$ cat src/rtl/inst_fetch_pkg.sv
// Shared definitions for the fetch stage, the PC unit and decode.
package inst_fetch_pkg;

    // Fetch FSM states
    typedef enum logic [2:0] {
        IF_IDLE = 3'd0,
        IF_REQ  = 3'd1,
        IF_WAIT = 3'd2,
        IF_HOLD = 3'd3,
        IF_HALT = 3'd4
    } if_state_e;

    // PC unit reset vector and the instruction reported when nothing is held
    localparam logic [31:0] IF_RESET_PC = 32'h0000_3000;
    localparam logic [31:0] IF_NOP      = 32'h0000_0000;

    // Instruction fetches must be word aligned
    function automatic logic pc_aligned(input logic [31:0] pc);
        return (pc[1:0] == 2'b00);
    endfunction

endpackage

$ cat src/rtl/inst_fetch_if_id_reg.sv
// IF/ID pipeline register plus a one-entry hold buffer used while decode stalls.
module if_id_reg
    import inst_fetch_pkg::*;
#(
    parameter logic [31:0] RESET_PC = IF_RESET_PC,
    parameter logic [31:0] NOP      = IF_NOP
) (
    input  logic        clk,
    input  logic        rst_i,
    input  logic        load_i,       // write load data straight into id_*
    input  logic        cap_i,        // write load data into the hold buffer
    input  logic        move_i,       // move hold buffer into id_*
    input  logic        consume_i,    // decode took id_* this cycle
    input  logic        flush_i,      // drop id_* and the hold buffer
    input  logic [31:0] load_instr_i,
    input  logic [31:0] load_pc_i,
    output logic        id_valid_o,
    output logic [31:0] id_instr_o,
    output logic [31:0] id_pc_o
);

    logic        id_valid_q;
    logic [31:0] id_instr_q;
    logic [31:0] id_pc_q;
    logic        hold_valid_q;
    logic [31:0] hold_instr_q;
    logic [31:0] hold_pc_q;

    // id slot: flush wins, then a fresh load, then a hold transfer, then consumption
    always_ff @(posedge clk or posedge rst_i) begin
        if (rst_i) begin
            id_valid_q <= 1'b0;
            id_instr_q <= NOP;
            id_pc_q    <= RESET_PC;
        end else if (flush_i) begin
            id_valid_q <= 1'b0;
            id_instr_q <= NOP;
        end else if (load_i) begin
            id_valid_q <= 1'b1;
            id_instr_q <= load_instr_i;
            id_pc_q    <= load_pc_i;
        end else if (move_i && hold_valid_q) begin
            id_valid_q <= 1'b1;
            id_instr_q <= hold_instr_q;
            id_pc_q    <= hold_pc_q;
        end else if (consume_i) begin
            id_valid_q <= 1'b0;
            id_instr_q <= NOP;
        end
    end

    // hold buffer: filled when the id slot is stalled, emptied on transfer or flush
    always_ff @(posedge clk or posedge rst_i) begin
        if (rst_i) begin
            hold_valid_q <= 1'b0;
            hold_instr_q <= NOP;
            hold_pc_q    <= RESET_PC;
        end else if (flush_i) begin
            hold_valid_q <= 1'b0;
        end else if (cap_i) begin
            hold_valid_q <= 1'b1;
            hold_instr_q <= load_instr_i;
            hold_pc_q    <= load_pc_i;
        end else if (move_i) begin
            hold_valid_q <= 1'b0;
        end
    end

    assign id_valid_o = id_valid_q;
    assign id_instr_o = id_instr_q;
    assign id_pc_o    = id_pc_q;

endmodule

$ cat src/rtl/inst_fetch.sv
// Instruction fetch stage: issues word fetches at PC, hands results to decode
// and tells the PC unit when to advance.
// Handshake: imem_req/imem_addr are held stable in REQ until imem_gnt; one
// imem_rvalid follows each grant; decode consumes id_* in any cycle with
// id_valid=1 and id_stall=0.
module inst_fetch
    import inst_fetch_pkg::*;
#(
    parameter logic [31:0] RESET_PC = IF_RESET_PC,
    parameter logic [31:0] NOP      = IF_NOP
) (
    input  logic        clk,
    input  logic        PcReSet,
    input  logic [31:0] PC,
    output logic        pc_adv,
    output logic        imem_req,
    output logic [31:0] imem_addr,
    input  logic        imem_gnt,
    input  logic        imem_rvalid,
    input  logic [31:0] imem_rdata,
    input  logic        id_stall,
    input  logic        flush,
    output logic        id_valid,
    output logic [31:0] id_instr,
    output logic [31:0] id_pc,
    output logic        fetch_err,
    output if_state_e   dbg_state
);

    if_state_e state_q, state_d;
    logic      discard_q, discard_d;
    logic      err_q, err_d;
    logic      load, cap, move;
    logic      consume;
    logic      slot_free;

    assign consume   = id_valid & ~id_stall;
    assign slot_free = ~id_valid | consume;

    // state, discard flag and sticky error registers
    always_ff @(posedge clk or posedge PcReSet) begin
        if (PcReSet) begin
            state_q   <= IF_IDLE;
            discard_q <= 1'b0;
            err_q     <= 1'b0;
        end else begin
            state_q   <= state_d;
            discard_q <= discard_d;
            err_q     <= err_d;
        end
    end

    // next state, memory request, PC advance and id register controls
    always_comb begin
        state_d   = state_q;
        discard_d = discard_q;
        err_d     = err_q;
        imem_req  = 1'b0;
        imem_addr = 32'h0;
        pc_adv    = 1'b0;
        load      = 1'b0;
        cap       = 1'b0;
        move      = 1'b0;
        case (state_q)
            IF_IDLE: begin
                state_d = IF_REQ;
            end
            IF_REQ: begin
                // a redirect suppresses the request so the new PC is fetched next
                if (flush) begin
                    state_d = IF_REQ;
                end else if (!pc_aligned(PC)) begin
                    err_d   = 1'b1;
                    state_d = IF_HALT;
                end else begin
                    imem_req  = 1'b1;
                    imem_addr = PC;
                    if (imem_gnt) state_d = IF_WAIT;
                end
            end
            IF_WAIT: begin
                if (flush) begin
                    // data arriving with the flush is simply dropped
                    if (imem_rvalid) begin
                        discard_d = 1'b0;
                        state_d   = IF_REQ;
                    end else begin
                        discard_d = 1'b1;
                    end
                end else if (imem_rvalid) begin
                    state_d = IF_REQ;
                    if (discard_q) begin
                        discard_d = 1'b0;
                    end else if (slot_free) begin
                        load   = 1'b1;
                        pc_adv = 1'b1;
                    end else begin
                        cap     = 1'b1;
                        state_d = IF_HOLD;
                    end
                end
            end
            IF_HOLD: begin
                if (flush) begin
                    state_d = IF_REQ;
                end else if (consume) begin
                    move    = 1'b1;
                    pc_adv  = 1'b1;
                    state_d = IF_REQ;
                end
            end
            IF_HALT: begin
                if (flush) begin
                    err_d   = 1'b0;
                    state_d = IF_REQ;
                end
            end
            default: begin
                state_d = IF_IDLE;
            end
        endcase
    end

    if_id_reg #(
        .RESET_PC (RESET_PC),
        .NOP      (NOP)
    ) u_if_id_reg (
        .clk          (clk),
        .rst_i        (PcReSet),
        .load_i       (load),
        .cap_i        (cap),
        .move_i       (move),
        .consume_i    (consume),
        .flush_i      (flush),
        .load_instr_i (imem_rdata),
        .load_pc_i    (PC),
        .id_valid_o   (id_valid),
        .id_instr_o   (id_instr),
        .id_pc_o      (id_pc)
    );

    assign fetch_err = err_q;
    assign dbg_state = state_q;

endmodule

$ cat config.mk
export PLATFORM = sky130hd
export DESIGN_NAME = inst_fetch
export DESIGN_NICKNAME = d
export VERILOG_FILES = /design/src/rtl/inst_fetch_pkg.sv /design/src/rtl/inst_fetch_if_id_reg.sv /design/src/rtl/inst_fetch.sv
export SDC_FILE = /design/constraint.sdc
export NUM_CORES = 1
export LEC_CHECK = 0
export CAP_MARGIN = 20
export CORE_UTILIZATION = 39
export DETAILED_ROUTE_END_ITERATION = 7
export GPL_ROUTABILITY_DRIVEN = 0
export PLACE_DENSITY = 0.79
export SYNTH_ARGS = -nofsm -noshare
export SYNTH_HDL_FRONTEND = slang
export SYNTH_SLANG_ARGS = --single-unit
$ cat constraint.sdc
create_clock -name clk -period 4.3 [get_ports clk]
set_clock_uncertainty 0.1 [all_clocks]
set_input_delay 0.43 -clock clk [delete_from_list [all_inputs] [get_ports clk]]
set_output_delay 0.43 -clock clk [all_outputs]
set_load 0.05 [all_outputs]
# After elaboration in Yosys (flattened, before gate mapping)
# Cells that the tools add are included.
[totals] register_bits=135 input_bits=70
[classes] n_eq_ne=10 muxes=52 bitwise=5 reduce_logical=13
[op_table] op="two-way mux 32 bit" count=9
[op_table] op="two-way mux 1 bit" count=29
[op_table] op="two-way mux 3 bit" count=9
[op_table] op="case mux 3 bit (5 select lines)" count=1
[op_table] op="!= test 2 bit (second input constant)" count=4
[op_table] op="AND reduction 4 bit" count=2
[op_table] op="== test 3 x 2 -> 1 bit (second input constant)" count=2
[op_table] op="AND reduction 2 bit" count=3
[op_table] op="nonzero test 2 bit" count=3
[op_table] op="two-way mux 2 bit" count=2
[op_table] op="!= test 4 bit (second input constant)" count=1
[op_table] op="case mux 1 bit (2 select lines)" count=2
[op_table] op="nonzero test 4 bit" count=1
[op_table] op="== test 3 x 1 -> 1 bit (second input constant)" count=1
[op_table] op="== test 3 bit (second input constant)" count=1
[op_table] op="zero test 3 bit" count=1
[op_table] op="!= test 3 bit (second input constant)" count=1
[op_table] op="inverter 1 bit" count=3
[op_table] op="nonzero test 3 bit" count=1
[op_table] op="zero test 2 bit" count=1
[op_table] op="bitwise AND 1 bit" count=1
[op_table] op="logical AND 1 bit" count=1
[op_table] op="OR 1 bit" count=1

# Depth between registers and ports, before layout
# Gate-level depths: netlist of the first run.
[logic_depth] ltp_word=10 mapped_depth=6 ltp_nobuf=4

# Hierarchy
# A second synthesis of the first run with hierarchy kept.
[hier_totals] hier_cells=432 hier_area_um2=6042.0
[by_module_without_submodules] module="if_id_reg" instances=1 cells_each=358 area_each_um2=5435.2 seq_area_each_um2=3258.1
[by_module_without_submodules] module="inst_fetch" instances=1 cells_each=74 area_each_um2=606.8 seq_area_each_um2=125.1

# Least setup slack after synthesis of the first run
# Ideal clock, no wire load.
[synth_path] path_kind="reg-to-output" from="register state_q[0] (netlist: dbg_state[0])" to="output imem_addr[22]" arrival_ps=2321 required_time_ps=3770 slack_ps=1449 path_stages_with_launch=5 n_path_buf=2 path_cell_list="dfrtp_1 -> clkbuf_1 -> and4_1 -> clkbuf_1 -> and2_1"
[synth_between] elab_chain_len=2
[synth_rtl] item="from (decl)" line="inst_fetch.sv:30" text="if_state_e state_q, state_d;"
[synth_rtl] item="from (signal assigned)" line="inst_fetch.sv:47" text="state_q <= state_d;"
[synth_rtl] item="== test 3 x 1 -> 1 bit" line="inst_fetch.sv:64" text="case (state_q)"
[synth_rtl] item="two-way mux 32 bit" line="inst_fetch.sv:64"
[synth_rtl] item="to (decl)" line="inst_fetch.sv:17" text="output logic [31:0] imem_addr,"
# No other way between the ends.

# Worst setup path in the final report of the first run
[layout_path] from="input flush" to="output imem_addr[2]"
[layout_between] elab_chain_len=2
[layout_rtl] item="from (decl)" line="inst_fetch.sv:22" text="input logic flush,"
[layout_rtl] item="two-way mux 32 bit" line="inst_fetch.sv:70" text="if (flush) begin"
[layout_rtl] item="two-way mux 32 bit" line="inst_fetch.sv:64"
# No other way between the ends.

==> results of run 1 <==
-- critical path, delay by kind of cell --
family        cells  cell delay (ns)
buf+inv           3             1.78
simple gates      3             0.67
-- power breakdown --
| part | switching, W | internal [W] | leakage, nW |
|---|---|---|---|
| Combinational | 0.000517 | 0.000301 | 2.04 |
| Sequential | 0.0000758 | 0.00136 | 1.85 |
| Clock | 0.000546 | 0.000856 | 0.289 |
-- worst paths after layout --
kind	cells after the start	slack, ns	end	from
worst max-delay path	6	0.89	imem_addr[2]	flush
worst min-delay path	2	0.37	u_if_id_reg.id_pc_o[22]$_DFFE_PP0P_	PcReSet
worst max register to register	4	1.62	u_if_id_reg.hold_pc_q[14]$_DFFE_PP0P_	dbg_state[0]$_DFFE_PP0P_
worst min register to register	1	0.37	u_if_id_reg.id_instr_o[11]$_DFFE_PP0P_	u_if_id_reg.id_instr_o[11]$_DFFE_PP0P_
max in group asynchronous	3	2.92	u_if_id_reg.id_instr_o[22]$_DFFE_PP0P_	PcReSet
min in group clk	1	0.37	u_if_id_reg.id_instr_o[11]$_DFFE_PP0P_	u_if_id_reg.id_instr_o[11]$_DFFE_PP0P_
-- flip-flops by register name (all words and copies together), names as in the netlist --
signal / cells
discard_q: 1
dbg_state: 3
u_if_id_reg.id_instr_o: 32
fetch_err: 1
u_if_id_reg.hold_pc_q: 32
u_if_id_reg.id_valid_o: 1
u_if_id_reg.hold_instr_q: 32
u_if_id_reg.id_pc_o: 32
u_if_id_reg.hold_valid_q: 1
-- cells by family after synthesis --
kind of cell	after synthesis	share of synthesized area [%]
buf+inv	37	3.256
compound gates	108	12.61
mux	96	20.17
simple gates	89	8.181
other cells	1	0.06176
flops	135	55.72
-- metrics by stage --
| stage | power (W) | instances | util (%) | area, um2 |
|---|---|---|---|---|
| 2_1_floorplan | 0.001949 | 467 | - | 6076 |
| 3_3_place_gp | 0.002264 | 798 | 52.10 | 7920 |
| 3_5_place_dp | 0.002281 | 798 | 52.10 | 7920 |
| 4_1_cts | 0.003694 | 830 | 55.90 | 8498 |
| 5_1_grt | 0.003805 | 831 | 56.03 | 8518 |
| 6_report | 0.003657 | 831 | 56.03 | 8518 |
-- area by class of cell --
class                      instances  area [um2]  share of cell area [%]
sequential                       135        3383                   39.72
multi-input combinational        295        2519                   29.57
timing repair buffer             178        1787                   20.98
clock buffer                      21       480.5                   5.640
tap                              188       235.2                   2.761
clock inverter                    11       97.59                   1.146
inverter                           3       16.27                  0.1910
-- per-layer routing --
layer  track usage, %  wire length, um
met5                0                0
met4            7.003              261
met3            5.609              840
met2            29.70             6563
met1            22.81             6125
-- placed cells by master (no fill, tap or decap), types with 2 or more instances in the layout --
| cell | n |
|---|---|
| inv_1 | 2 |
| nor3_1 | 2 |
| conb_1 | 2 |
| and2_1 | 32 |
| mux2i_1 | 32 |
| clkbuf_16 | 17 |
| mux2_4 | 49 |
| mux2_2 | 15 |
| a21o_1 | 31 |
| nor2_1 | 35 |
| dfrtp_1 | 131 |
| buf_4 | 6 |
| clkdlybuf4s50_1 | 170 |
| a21oi_1 | 32 |
| dfstp_2 | 4 |
| inv_6 | 2 |
| clkinv_4 | 3 |
| clkinv_2 | 5 |
| nand2_1 | 4 |
| buf_12 | 2 |
| nor3_2 | 2 |
| a22o_1 | 31 |
| clkbuf_8 | 4 |
| nor2b_1 | 2 |
| o21ai_0 | 6 |
==> reports/metrics.yaml, run 1 <==
status:
  outcome: "finished clean"
clocking:
  clockRootBuffer: "clkbuf_16"
  hold_buffers: 0
  clkTransAtPathRegs_ns: 0.06
  clkLatencyLatePin_ns: 0.41
  ctsResizeCount: 0
  cts-buffers-inserted: 17
  cts.sinks: 135
  cts_tree: "yes"
  post_cts_buffers: 0
  cts_buffer_depth: 2
  htree_levels: 4
critical_path:
  path_class: "in2out"
  crit_top_cell: "clkdlybuf4s50_1"
  worstSetupStartpointType: "primary input"
  cp_cell_sequence: "clkdlybuf4s50_1 -> nor2_1 -> and4_1 -> buf_4 -> and2_1 -> clkdlybuf4s50_1"
  cpPeakStageDelay_ns: 0.81
  worst_ep_required_time_ns: 3.77
  arrival_ns: 2.88
  cp-end-kind: "primary output"
  worstPathMaxFanout: 32
  cp_slowest_cell: "clkdlybuf4s50_1"
synth:
  ys_ff_latch: 135
  synthTopCellsByCount: "dfrtp_1 (131), mux2_4 (49), nor2_1 (35)"
  synth_flop_cell: "dfrtp_1"
  ys_seq_area_share_pct: 55.72
  synth_edf_count: 0
  synth_largest_area_cell: "dfrtp_1"
  synthTopCellsByArea: "dfrtp_1 (54%), mux2_4 (12%), mux2i_1 (5.3%)"
  synth_area_um2: 6072
  synth_top_area_share_pct: 53.99
  post-synth-top-count-cell: "dfrtp_1"
  syn_inst: 466
  synthArstFlopShare_pct: 100.0
  ys.warnings.count: 0
  syn_area_per_cell_um2: 13.03
  synthDistinctLibCells: 40
grt:
  antenna_found_initial: 0
  grt_pass1_vias: 4482
  grt-ovfl-total: 0
  grt_max_degree: 72
  grt_use_total_pct: 18.25
  grt_pass1_wl_um: 23000
placed_design:
  hpwl_um: 8863
  numPortBuffers: 170
  place_ws_ns: 0.8968
power_and_ir_drop:
  vdd_drop_max_v: 0.0002658
  powerDensity_nw_per_um2: 429.3
  cellLeakagePower_nw: 4.184
sta:
  setup_viol: 0
  min_period_over_period_pct: 79.32
  max_freq_mhz: 293.2
  tightest_slew_ns: 0.9493
  fin_hold_ws_ns: 0.3654
  finalHoldViolCount: 0
  finalSetupTns_ns: 0
  slew_headroom_pct: 36.71
  timing.final.ws_setup_ns: 0.8893
  slew_violations: 0
  rsz0062_at_grt: "no"
  period_minus_slack_ns: 3.411
routing:
  drt-total-wl_um: 13790
  initialDrtViolationCount: 161
  vias: 4285
  post_drt_via_cell_ratio: 5.156
  routedWlPerCell_um: 16.59
  detail-route-antenna-nets: 0
  dr.pass1.iters: 4
  drc: 0
die:
  fp.dieH_um: 126.8
  pin_count: 173
  start_util_pct: 39.94
  coreArea_um2: 15200
  die_x_um: 126.8
  rows: 45
  dieArea_um2: 16070
hold_path:
  hold_path_class: "in2async"
run:
  maxCapViolations: 0
final_layout:
  drive_gt1_share_pct: 18.04
  n_fill_cell: 1236
  syn_to_final_growth_pct: 40.28
  fin_nets: 700
  antennaDiodeCount: 0
Note: power is estimated with default switching activity, not from simulation.
==> run 2: changes to the inputs <==
--- a/config.mk
+++ b/config.mk
@@ -9,7 +9,7 @@
 export CORE_UTILIZATION = 39
 export DETAILED_ROUTE_END_ITERATION = 7
 export GPL_ROUTABILITY_DRIVEN = 0
-export PLACE_DENSITY = 0.79
+export PLACE_DENSITY = 0.76
 export SYNTH_ARGS = -nofsm -noshare
 export SYNTH_HDL_FRONTEND = slang
 export SYNTH_SLANG_ARGS = --single-unit
==> constraint.sdc (replaced) <==
create_clock -name clk -period 3.4 [get_ports clk]
set_clock_uncertainty 0.1 [all_clocks]
set_input_delay 0.34 -clock clk [delete_from_list [all_inputs] [get_ports clk]]
set_output_delay 0.34 -clock clk [all_outputs]
set_load 0.05 [all_outputs]
==> run 2 against run 1 <==
Effect of this change: cell area rose by 4.2%; global-route usage rose by 0.29 points; register-to-register slack got worse by 0.76 ns; sequential share of layout area fell by 1.6 points; core utilization rose by 2.4 points; combinational power rose by 33%; critical path depth fell by 2; clock power rose by 36%; critical path type is now reg2reg; largest power group is now the clock network.
==> reports/metrics.yaml, run 2 (synthesized netlist as in run 1, its figures left out) <==
routing:
  drt-total-wl_um: 14090  # +2.1%
  initialDrtViolationCount: 190  # +18%
  post_drt_via_cell_ratio: 5.156  # unchanged
  dr.pass1.iters: 4  # unchanged
  vias: 4285  # unchanged
  detail-route-antenna-nets: 0  # unchanged
  routedWlPerCell_um: 16.95  # +2.1%
  drc: 0  # unchanged
die:
  start_util_pct: 39.94  # unchanged
  die_x_um: 126.8  # unchanged
  rows: 45  # unchanged
  pin_count: 173  # unchanged
  dieArea_um2: 16070  # unchanged
  fp.dieH_um: 126.8  # unchanged
  coreArea_um2: 15200  # unchanged
grt:
  grt_pass1_wl_um: 22870  # -0.60%
  grt_pass1_vias: 4569  # +1.9%
  antenna_found_initial: 0  # unchanged
  grt-ovfl-total: 0  # unchanged
  grt_use_total_pct: 18.53  # +0.29 points
  grt_max_degree: 136  # +89%
final_layout:
  layout_commonest_cell: "clkdlybuf4s50_1"
  n_fill_cell: 1208  # -2.3%
  final_cell_mix: "clkdlybuf4s50_1 (138), dfrtp_1 (131), mux2_4 (49), nor2_1 (35), buf_12 (34)"
  fin_nets: 701  # +0.14%
  postLayoutCellArea_um2: 8880  # +4.2%
  syn_to_final_growth_pct: 46.24
  antennaDiodeCount: 0  # unchanged
  drive_gt1_share_pct: 23.02  # +5.0 points
power_and_ir_drop:
  vdd_drop_max_v: 0.0003577  # +35%
  cellLeakagePower_nw: 4.347  # +3.9%
  powerDensity_nw_per_um2: 541.9  # +26%
status:
  outcome: "finished clean"
sta:
  finalSetupTns_ns: 0  # unchanged
  slew_violations: 0  # unchanged
  rsz0062_at_grt: "no"
  tightest_slew_ns: 0.7038  # -0.2456 ns
  max_freq_mhz: 394.3
  period_minus_slack_ns: 2.536
  min_period_over_period_pct: 74.59
  setup_viol: 0  # unchanged
  slew_headroom_pct: 53.08  # +16 points
  finalHoldViolCount: 0  # unchanged
placed_design:
  hpwl_um: 9425  # +6.3%
  place_area_um2: 8267  # +4.4%
  numPortBuffers: 170  # unchanged
critical_path:
  path_class: "reg2reg"
  worst_ep_required_time_ns: 3.60  # -0.17 ns
  worstSetupStartpointType: "flop"
  worstPathMaxFanout: 38  # +19%
  arrival_ns: 2.74  # -0.14 ns
  cp-end-kind: "flop"
clocking:
  cts-buffers-inserted: 17  # unchanged
  clkTransAtPathRegs_ns: 0.06  # about the same
  clkLatencyLatePin_ns: 0.42  # about the same
  cts_tree: "yes"
  hold_buffers: 0  # unchanged
  cts_buffer_depth: 2  # unchanged
  clockRootBuffer: "clkbuf_16"
  htree_levels: 4  # unchanged
  ctsResizeCount: 0  # unchanged
  post_cts_buffers: 0  # unchanged
  cts.sinks: 135  # unchanged
hold_path:
  hold_path_class: "reg2reg"
run:
  maxCapViolations: 0  # unchanged
run 2: changes by cell type in the layout (fill, tap and decap cells not counted), sizes merged:
cell,before,now
buf,8,41
bufinv,1,3
clkbuf,21,20
clkdlybuf4s50,170,138
clkinv,8,4
clkinvlp,1,3
run 2: where the power goes:
group / switching, W / leakage (nW) / internal, W
sequential: 0.0000977 / 1.85 / 0.00172
combinational: 0.000672 / 2.19 / 0.000420
clock: 0.000693 / 0.299 / 0.00121
run 2: per-layer routing:
layer | part of all wire [%] | global-route usage [%] | up-vias
li1 | - | - | 1987
met1 | 43 | 22.85 | 2111
met2 | 47 | 29.61 | 166
met3 | 7.9 | 6.875 | 21
met4 | 1.6 | 7.213 | 0
met5 | 0 | 0 | -
run 2: through the flow:
step / setup WS, ns / hold slack [ns] / cells / power [W] / utilization, %
final: 0.8640 / 0.3740 / 831 / 0.004812 / 58.41
after global routing: 0.7811 / 0.3927 / 831 / 0.004987 / 58.41
after CTS: 0.8686 / 0.3773 / 831 / 0.004853 / 58.41
after detailed placement: 0.6261 / 0.3648 / 800 / 0.002940 / 54.38
after global placement: 0.6545 / 0.3570 / 800 / 0.002915 / 54.38
after floorplan: 0.6389 / 0.3701 / 467 / 0.002465 / -
run 2: worst paths after layout:
path / cells after the start / slack (ns) / endpoint / start
max in group asynchronous: 3 / 2.30 / u_if_id_reg.id_pc_o[8]$_DFFE_PP0P_ / PcReSet
worst max register to register: 4 / 0.86 / u_if_id_reg.hold_instr_q[2]$_DFFE_PP0P_ / dbg_state[0]$_DFFE_PP0P_
min in group asynchronous: 3 / 0.38 / u_if_id_reg.id_instr_o[2]$_DFFE_PP0P_ / PcReSet
worst min-delay path: 1 / 0.37 / u_if_id_reg.id_instr_o[0]$_DFFE_PP0P_ / u_if_id_reg.id_instr_o[0]$_DFFE_PP0P_
worst min register to register: 1 / 0.37 / u_if_id_reg.id_instr_o[0]$_DFFE_PP0P_ / u_if_id_reg.id_instr_o[0]$_DFFE_PP0P_
worst max-delay path: 4 / 0.86 / u_if_id_reg.hold_instr_q[2]$_DFFE_PP0P_ / dbg_state[0]$_DFFE_PP0P_
run 2: cell type report:
type                            instances  area [um2]  share of cell area, %
Timing Repair Buffer                  179        2115                  23.81
Multi-Input combinational cell        295        2519                  28.36
Sequential cell                       135        3383                  38.10
Tap cell                              188       235.2                  2.649
Clock inverter                         11       146.4                  1.649
Inverter                                3       15.01                 0.1691
Clock buffer                           20       466.7                  5.256
run 2: critical path, cell delays in order (launching register included):
cell and delay [ns]:
dfrtp_1 0.51, nand4bb_4 0.30, or4_4 0.82, buf_12 0.32
mux2_4 0.32
==> run 3: changes to the inputs <==
--- a/config.mk
+++ b/config.mk
@@ -9,7 +9,7 @@
 export CORE_UTILIZATION = 39
 export DETAILED_ROUTE_END_ITERATION = 7
 export GPL_ROUTABILITY_DRIVEN = 0
-export PLACE_DENSITY = 0.76
+export PLACE_DENSITY = 0.79
 export SYNTH_ARGS = -nofsm -noshare
 export SYNTH_HDL_FRONTEND = slang
 export SYNTH_SLANG_ARGS = --single-unit
==> constraint.sdc (replaced) <==
create_clock -name clk -period 2.3 [get_ports clk]
set_clock_uncertainty 0.1 [all_clocks]
set_input_delay 0.23 -clock clk [delete_from_list [all_inputs] [get_ports clk]]
set_output_delay 0.23 -clock clk [all_outputs]
set_load 0.05 [all_outputs]
==> run 3 against run 2 <==
Effect of this change: final cell count rose by 1.1%; combinational power rose by 57%; sequential cell count did not move; core utilization rose by 1.5 points; cell area rose by 2.6%; largest power group unchanged.
==> reports/metrics.yaml, run 3 (synthesized netlist as in run 1, its figures left out) <==
status:
  outcome: "finished clean"
final_layout:
  final_cell_mix: "clkdlybuf4s50_1 (138), dfrtp_1 (130), mux2_4 (49), buf_12 (40), nor2_1 (34)"
  syn_to_final_growth_pct: 49.99
  drive_gt1_share_pct: 26.07  # +3.1 points
  antennaDiodeCount: 0  # unchanged
  layout_commonest_cell: "clkdlybuf4s50_1"
  fin_nets: 710  # +1.3%
  finalNonFillerCells: 840  # +1.1%
sta:
  slew_headroom_pct: 63.57  # +10 points
  finalHoldViolCount: 0  # unchanged
  slew_violations: 0  # unchanged
  tightest_slew_ns: 0.5447  # -0.1591 ns
  max_freq_mhz: 452.2
  finalSetupTns_ns: 0  # unchanged
  fin_hold_ws_ns: 0.2032  # -0.1708 ns
  setup_viol: 0  # unchanged
  rsz0062_at_grt: "no"
  min_period_over_period_pct: 96.15
  period_minus_slack_ns: 2.211
clocking:
  cts.sinks: 135  # unchanged
  clkTransAtPathRegs_ns: 0.06  # about the same
  cts_buffer_depth: 2  # unchanged
  htree_levels: 4  # unchanged
  clockRootBuffer: "clkbuf_16"
  clkLatencyLatePin_ns: 0.41  # about the same
  cts_tree: "yes"
  cts-buffers-inserted: 17  # unchanged
  hold_buffers: 0  # unchanged
power_and_ir_drop:
  p_sw_w: 0.002186  # +49%
  p_int_w: 0.005229  # +56%
  comb_power_share_pct: 23.1  # +0.4 points
  vdd_drop_max_v: 0.0005861  # +64%
  powerDensity_nw_per_um2: 814.2  # +50%
  p_seq_share_pct: 35.9  # -1.9 points
  p_clk_share_pct: 41.0  # +1.5 points
  cellLeakagePower_nw: 4.453  # +2.4%
  p_sw_share_pct: 29.48  # -0.91 points
critical_path:
  cp-end-kind: "primary output"
  worst_ep_required_time_ns: 1.97  # -1.63 ns
  path_class: "reg2out"
  worstSetupStartpointType: "flop"
  worstPathMaxFanout: 16  # -58%
  ff2ff_setup_slack_ns: 0.29  # -0.57 ns
  arrival_ns: 1.88  # -0.86 ns
die:
  start_util_pct: 39.94  # unchanged
  pin_count: 173  # unchanged
  die_x_um: 126.8  # unchanged
  dieArea_um2: 16070  # unchanged
  fp.dieH_um: 126.8  # unchanged
  coreArea_um2: 15200  # unchanged
  rows: 45  # unchanged
routing:
  vias: 4393  # +2.5%
  initialDrtViolationCount: 199  # +4.7%
  dr.pass1.iters: 4  # unchanged
  routedWlPerCell_um: 17.85  # +5.3%
  detail-route-antenna-nets: 0  # unchanged
  drc: 0  # unchanged
  post_drt_via_cell_ratio: 5.230  # +1.4%
  drt-total-wl_um: 15000  # +6.5%
hold_path:
  hold_path_class: "in2async"
placed_design:
  numPortBuffers: 170  # unchanged
  hpwl_um: 9799  # +4.0%
  placed_cells: 806  # +0.75%
grt:
  antenna_found_initial: 0  # unchanged
  grt_max_degree: 73  # -46%
  grt_pass1_wl_um: 24250  # +6.1%
  grt_use_total_pct: 19.46  # +0.92 points
  grt_pass1_vias: 4698  # +2.8%
  grt-ovfl-total: 0  # unchanged
run:
  maxCapViolations: 0  # unchanged
==> run 3: cell types whose count changed in the layout (fill, tap and decap cells not counted), moves of 2 or more <==
cell,change
clkbuf_8,-3
and2_1,-9
bufinv_16,+3
buf_4,+2
buf_12,+6
and2_2,+9
clkinv_2,+2
==> run 3: worst max-delay path: stages (launching register included) <==
cell	delay [ns]
dfrtp_2	0.48
nor2_4	0.16
and4_4	0.29
clkbuf_16	0.19
and2_2	0.19
buf_12	0.14
==> run 3: metrics by stage <==
step / area [um2] / setup WS (ns) / util (%) / total power, W
detailed placement: 8401 / 0.001066 / 55.26 / 0.004390
finish: 9107 / 0.08865 / 59.91 / 0.007415
global route: 9107 / 0.02493 / 59.91 / 0.007681
global placement: 8401 / 0.04533 / 55.26 / 0.004350
floorplan: 6095 / 0.01625 / - / 0.003646
CTS: 9059 / 0.02665 / 59.59 / 0.007460
==> run 3: power by group through the flow <==
stage	Combinational (W)	Clock, W	Sequential [W]
finish	0.00171	0.00304	0.00266
global route	0.00180	0.00320	0.00268
CTS	0.00170	0.00310	0.00266
detailed placement	0.00169	0	0.00270
global placement	0.00166	0	0.00269
floorplan	0.000414	0	0.00323
==> run 3: final timing paths <==
check,from,endpoint,depth (start not counted)
max in group asynchronous,PcReSet,u_if_id_reg.hold_pc_q[12]$_DFFE_PP1P_,3
min in group clk,PC[12],u_if_id_reg.id_pc_o[12]$_DFFE_PP1P_,3
worst max register to register,dbg_state[2]$_DFFE_PP0P_,u_if_id_reg.id_pc_o[22]$_DFFE_PP0P_,5
worst max-delay path,dbg_state[1]$_DFFE_PP0P_,imem_addr[24],5
worst min-delay path,PcReSet,u_if_id_reg.id_instr_o[3]$_DFFE_PP0P_,3
worst min register to register,u_if_id_reg.id_instr_o[4]$_DFFE_PP0P_,u_if_id_reg.id_instr_o[4]$_DFFE_PP0P_,1
==> run 3: final cells by class <==
class / instances / area (um2)
fill: 1157 / 6095
sequential: 135 / 3385
multi-input combinational: 295 / 2542
timing repair buffer: 188 / 2275
clock buffer: 17 / 425.4
tap: 188 / 235.2
clock inverter: 14 / 230.2
inverter: 3 / 15.01
==> run 3: what timing repair did <==
item / CTS / global route
gates cloned: 0 / 1
setup buffers: 0 / 2
resized for setup: 1 / 5
pin swaps: 0 / 1
setup endpoints to repair: 1 / 31
==> run 3: routing by layer <==
metal	track usage [%]	share of wire, %	vias up	routed length [um]
met2	32.08	48	178	7134
met4	6.443	1.4	0	205
li1	-	-	2008	-
met5	0	0	-	0
met3	7.507	8.8	22	1313
met1	23.39	42	2185	6343
